<file path="src/rtl/pattern_serializer.sv">
// Frames a parallel payload as sync pattern, MSB-first data and an idle gap, one bit per clk.
// Define SER_PARITY_EN to append an even-parity bit after the payload.
module pattern_serializer #(
  parameter int                 PAT_LEN = 4,
  parameter logic [PAT_LEN-1:0] PATTERN = 4'b1011,
  parameter int                 DATA_W  = 8,
  parameter int                 GAP_LEN = 2
) (
  input  logic              clk,
  input  logic              reset,
  input  logic              din_valid,
  input  logic [DATA_W-1:0] din_data,
  output logic              din_ready,
  output logic              dout_bit,
  output logic              dout_valid,
  output logic              busy,
  output logic              frame_done
);

  localparam int MAX_PD  = (PAT_LEN > DATA_W) ? PAT_LEN : DATA_W;
  localparam int MAX_LEN = (MAX_PD > GAP_LEN) ? MAX_PD : GAP_LEN;
  localparam int CNT_W   = (MAX_LEN > 1) ? $clog2(MAX_LEN) : 1;

  localparam logic [CNT_W-1:0] PAT_LAST  = CNT_W'(PAT_LEN - 1);
  localparam logic [CNT_W-1:0] DATA_LAST = CNT_W'(DATA_W - 1);
  localparam logic [CNT_W-1:0] GAP_LAST  = CNT_W'(GAP_LEN - 1);

  typedef enum logic [2:0] {
    IDLE,
    SYNC,
    DATA,
`ifdef SER_PARITY_EN
    PAR,
`endif
    GAP
  } state_t;

  state_t              state;
  logic [CNT_W-1:0]    cnt;
  logic [DATA_W-1:0]   shreg;
  logic [PAT_LEN-1:0]  pat_q;
`ifdef SER_PARITY_EN
  logic                parity_q;
`endif

  assign din_ready = (state == IDLE);

  // Each output register holds the bit belonging to the state entered on the same edge,
  // so the first sync bit is visible in the cycle right after the handshake.
  // reset is active-low.
  always_ff @(posedge clk or negedge reset) begin
    if (!reset) begin
      state      <= IDLE;
      cnt        <= '0;
      shreg      <= '0;
      pat_q      <= '0;
      dout_bit   <= 1'b0;
      dout_valid <= 1'b0;
      busy       <= 1'b0;
      frame_done <= 1'b0;
`ifdef SER_PARITY_EN
      parity_q   <= 1'b0;
`endif
    end else begin
      frame_done <= 1'b0;
      case (state)
        IDLE: begin
          if (din_valid) begin
            state      <= SYNC;
            cnt        <= '0;
            shreg      <= din_data;
            pat_q      <= PATTERN << 1;
            dout_bit   <= PATTERN[PAT_LEN-1];
            dout_valid <= 1'b1;
            busy       <= 1'b1;
`ifdef SER_PARITY_EN
            parity_q   <= ^din_data;
`endif
          end
        end
        SYNC: begin
          if (cnt == PAT_LAST) begin
            state    <= DATA;
            cnt      <= '0;
            dout_bit <= shreg[DATA_W-1];
            shreg    <= shreg << 1;
          end else begin
            cnt      <= cnt + CNT_W'(1);
            dout_bit <= pat_q[PAT_LEN-1];
            pat_q    <= pat_q << 1;
          end
        end
        DATA: begin
          if (cnt == DATA_LAST) begin
`ifdef SER_PARITY_EN
            state      <= PAR;
            dout_bit   <= parity_q;
`else
            state      <= GAP;
            cnt        <= '0;
            dout_bit   <= 1'b0;
            dout_valid <= 1'b0;
            frame_done <= 1'b1;
`endif
          end else begin
            cnt      <= cnt + CNT_W'(1);
            dout_bit <= shreg[DATA_W-1];
            shreg    <= shreg << 1;
          end
        end
`ifdef SER_PARITY_EN
        PAR: begin
          state      <= GAP;
          cnt        <= '0;
          dout_bit   <= 1'b0;
          dout_valid <= 1'b0;
          frame_done <= 1'b1;
        end
`endif
        GAP: begin
          if (cnt == GAP_LAST) begin
            state <= IDLE;
            cnt   <= '0;
            busy  <= 1'b0;
          end else begin
            cnt <= cnt + CNT_W'(1);
          end
        end
        default: begin
          state <= IDLE;
        end
      endcase
    end
  end

endmodule

</file>
<file path="config.mk">
export PLATFORM = sky130hd
export DESIGN_NAME = pattern_serializer
export DESIGN_NICKNAME = d
export VERILOG_FILES = /design/src/rtl/pattern_serializer.sv
export SDC_FILE = /design/constraint.sdc
export NUM_CORES = 1
export LEC_CHECK = 0
export CORE_MARGIN = 2
export CORE_UTILIZATION = 55
export CTS_BUF_LIST = sky130_fd_sc_hd__clkbuf_16
export DETAILED_ROUTE_END_ITERATION = 12
export PLACE_DENSITY_LB_ADDON = 0.3
export SYNTH_ARGS = -nofsm -noshare
export SYNTH_HDL_FRONTEND = slang
export SYNTH_SLANG_ARGS = --single-unit
</file>
<file path="constraint.sdc">
create_clock -name clk -period 3.8 [get_ports clk]
set_clock_uncertainty 0.2 [all_clocks]
set_input_delay 0.76 -clock clk [delete_from_list [all_inputs] [get_ports clk]]
set_output_delay 0.76 -clock clk [all_outputs]
set_load 0.05 [all_outputs]
</file>
==> results.toml <==
[cells_and_area]
final_common_cell = "dfrtp_1"
drive_gt1_frac = 0.08029
final_cell_mix = "dfrtp_1, nand2_1, clkdlybuf4s50_1"
utilization = 0.7098
final_cells = 164
antenna_cells = 0
areaGrowthSynthToFinish_pct = 18.98
stdcell_area_sq_um = 1435
num-fill-cells = 153
multiInputGateArea_sq_um = 626.9
nNetsFinal = 161
regArea_sq_um = 500.5

[setup_path]
worstPathArrival_ns = 1.93
crit_chain = "inv_1 -> ha_1 -> clkdlybuf4s50_1"
cp_max_fo = 5
worst_path_max_delay_cell = "clkdlybuf4s50_1"
required_ns = 2.84
slowest_delay_ns = 0.85
endpoint_kind = "output pin"
crit_type = "reg -> out"
start_kind = "register"

[drt]
antenna_left = 0
drtIter0Drc = 30
num_vias = 923
routed_via_density = 5.628
first_pass_iters = 4
drcViolationCount = 0
wirelength_mm = 2.389
wl_per_cell_um = 14.57

[die]
rows = 16
io_pins = 16
die_x_um = 50.83
die_h_um = 50.83
dieArea_sq_um = 2584
start_util = 0.5965
core_area_sq_um = 2022

[clock_network]
cts_root_buffer = "clkbuf_16"
cts_hold_buffers = 0
cts.repair.resized = 0
clk_pin_slew_ns = 0.05
cts_setup_buffers = 0
cts_inserted_buffers = 3
cts_max_level = 1
cts_sinks = 20
insertion_delay_ns = 0.25
cts_tree = "yes"
cts_max_path_buffers = 2

[yosys]
synthCells = 124
synth_edf_count = 0
synthArstFlopShare = 1.000
ys_seq_area_frac = 0.4149
synth_fp_nets = 146
yosys.area.top_type = "dfrtp_1"
yosysUniqueCellTypes = 31
yosysWarnings = 0
ys_ff_latch = 20
synth_area_per_cell_sq_um = 9.727
synth_top_area_frac = 0.4149
syn-cell-area_sq_um = 1206
synth_area_leaders = "dfrtp_1, ha_1, mux2i_1"
synth_top_flop_cell = "dfrtp_1"

[power]
p_leak_nw = 0.6793
ir_drop_v = 0.0007057
power_density_nw_per_um2 = 911.6

[grt]
antenna_found_initial = 0
grt_pass1_vias = 954
grt_max_degree = 21
track_usage = 0.2160
grt_pass1_wl_mm = 4.181
grt-ovfl-total = 0

[place]
dp_cells = 161
gp_congestion = 0.7898
placed_area_sq_um = 1360
place_hpwl_mm = 1.735
numPortBuffers = 15

[timing]
hold_viol = 0
slew_viol_final = 0
min_period_over_period = 0.7617
rsz0062_at_grt = "no"
fmax_mhz = 345.5
relSlewSlack = 0.4073
fin_setup_tns_ns = 0
setup_viol = 0
layout_min_cycle_time_ns = 2.895
tightest_slew_ns = 0.8863

[hold_path]
hold_path.class = "reg -> reg"

[job]
timing.max_cap.violations = 0

[run_status]
outcome = "completed"
synth_stat cells (all sizes together), types with 2 or more instances:
master,n
dfrtp,20
nand2,16
o21ai,14
inv,13
ha,11
mux2i,11
a21oi,6
nor2,6
buf,4
nand2b,3
o22ai,3
a22o,2
mux2,2
nor2b,2
registers in the layout (all words and copies together), names as in the netlist:
name / cells
busy: 1
pat_q: 3
dout_valid: 1
cnt: 3
state: 2
shreg: 8
frame_done: 1
dout_bit: 1
logic make-up (layout without fill, tap and decap cells):
family                   Yosys count  in the layout  synth area share
AO/OA/AOI/OAI                     31             31            0.1598
AND/OR/NAND/NOR                   31             31            0.1328
flip-flops                        20             20            0.4149
buffers and inverters             18             31           0.06534
multiplexers                      13             13            0.1131
adder cells (fa/ha/maj)           11             11            0.1141
metrics by stage:
stage	setup slack (ns)	power (mW)	hold WS [ns]
5_1_grt	0.8130	1.415	0.3256
6_report	0.9054	1.308	0.2926
4_1_cts	0.8950	1.315	0.2916
3_3_place_gp	1.234	1.053	0.2655
2_1_floorplan	1.750	0.9350	0.2496
3_5_place_dp	1.172	1.097	0.2802
where the power goes:
| part | switching, mW | internal [mW] |
|---|---|---|
| Sequential | 0.0717 | 0.309 |
| Combinational | 0.422 | 0.299 |
| Clock | 0.0682 | 0.138 |
worst paths after layout:
path / end / slack [ns] / depth (start not counted) / from
max in group asynchronous: state[1] / 2.04 / 1 / reset
min in group asynchronous: shreg[1] / 0.82 / 1 / reset
min: shreg[6] / 0.29 / 2 / shreg[6]
max reg2reg: state[1] / 1.74 / 5 / state[1]
min reg2reg: shreg[6] / 0.29 / 2 / shreg[6]
max: din_ready / 0.91 / 3 / state[1]
worst max-delay path: cells and delay by family (launching register included):
family	cells	cell delay, ns
buffers and inverters	2	0.97
flip-flops	1	0.41
adder cells (fa/ha/maj)	1	0.30
layer usage:
metal,wire length (um),track usage,part of all wire,vias to the layer above
li1,-,-,-,449
met1,1044,0.2662,0.44,447
met2,1232,0.3794,0.52,23
met3,87,0.05556,0.036,4
met4,25,0.04955,0.010,0
met5,0,0,0,-
cell type report:
| type | count | share of cell area |
|---|---|---|
| Sequential cell | 20 | 0.3487 |
| Multi-Input combinational cell | 86 | 0.4368 |
| Inverter | 13 | 0.03400 |
| Tap cell | 27 | 0.02354 |
| Timing Repair Buffer | 15 | 0.1046 |
| Clock buffer | 3 | 0.05231 |
Note: power is estimated with default switching activity, not from simulation.
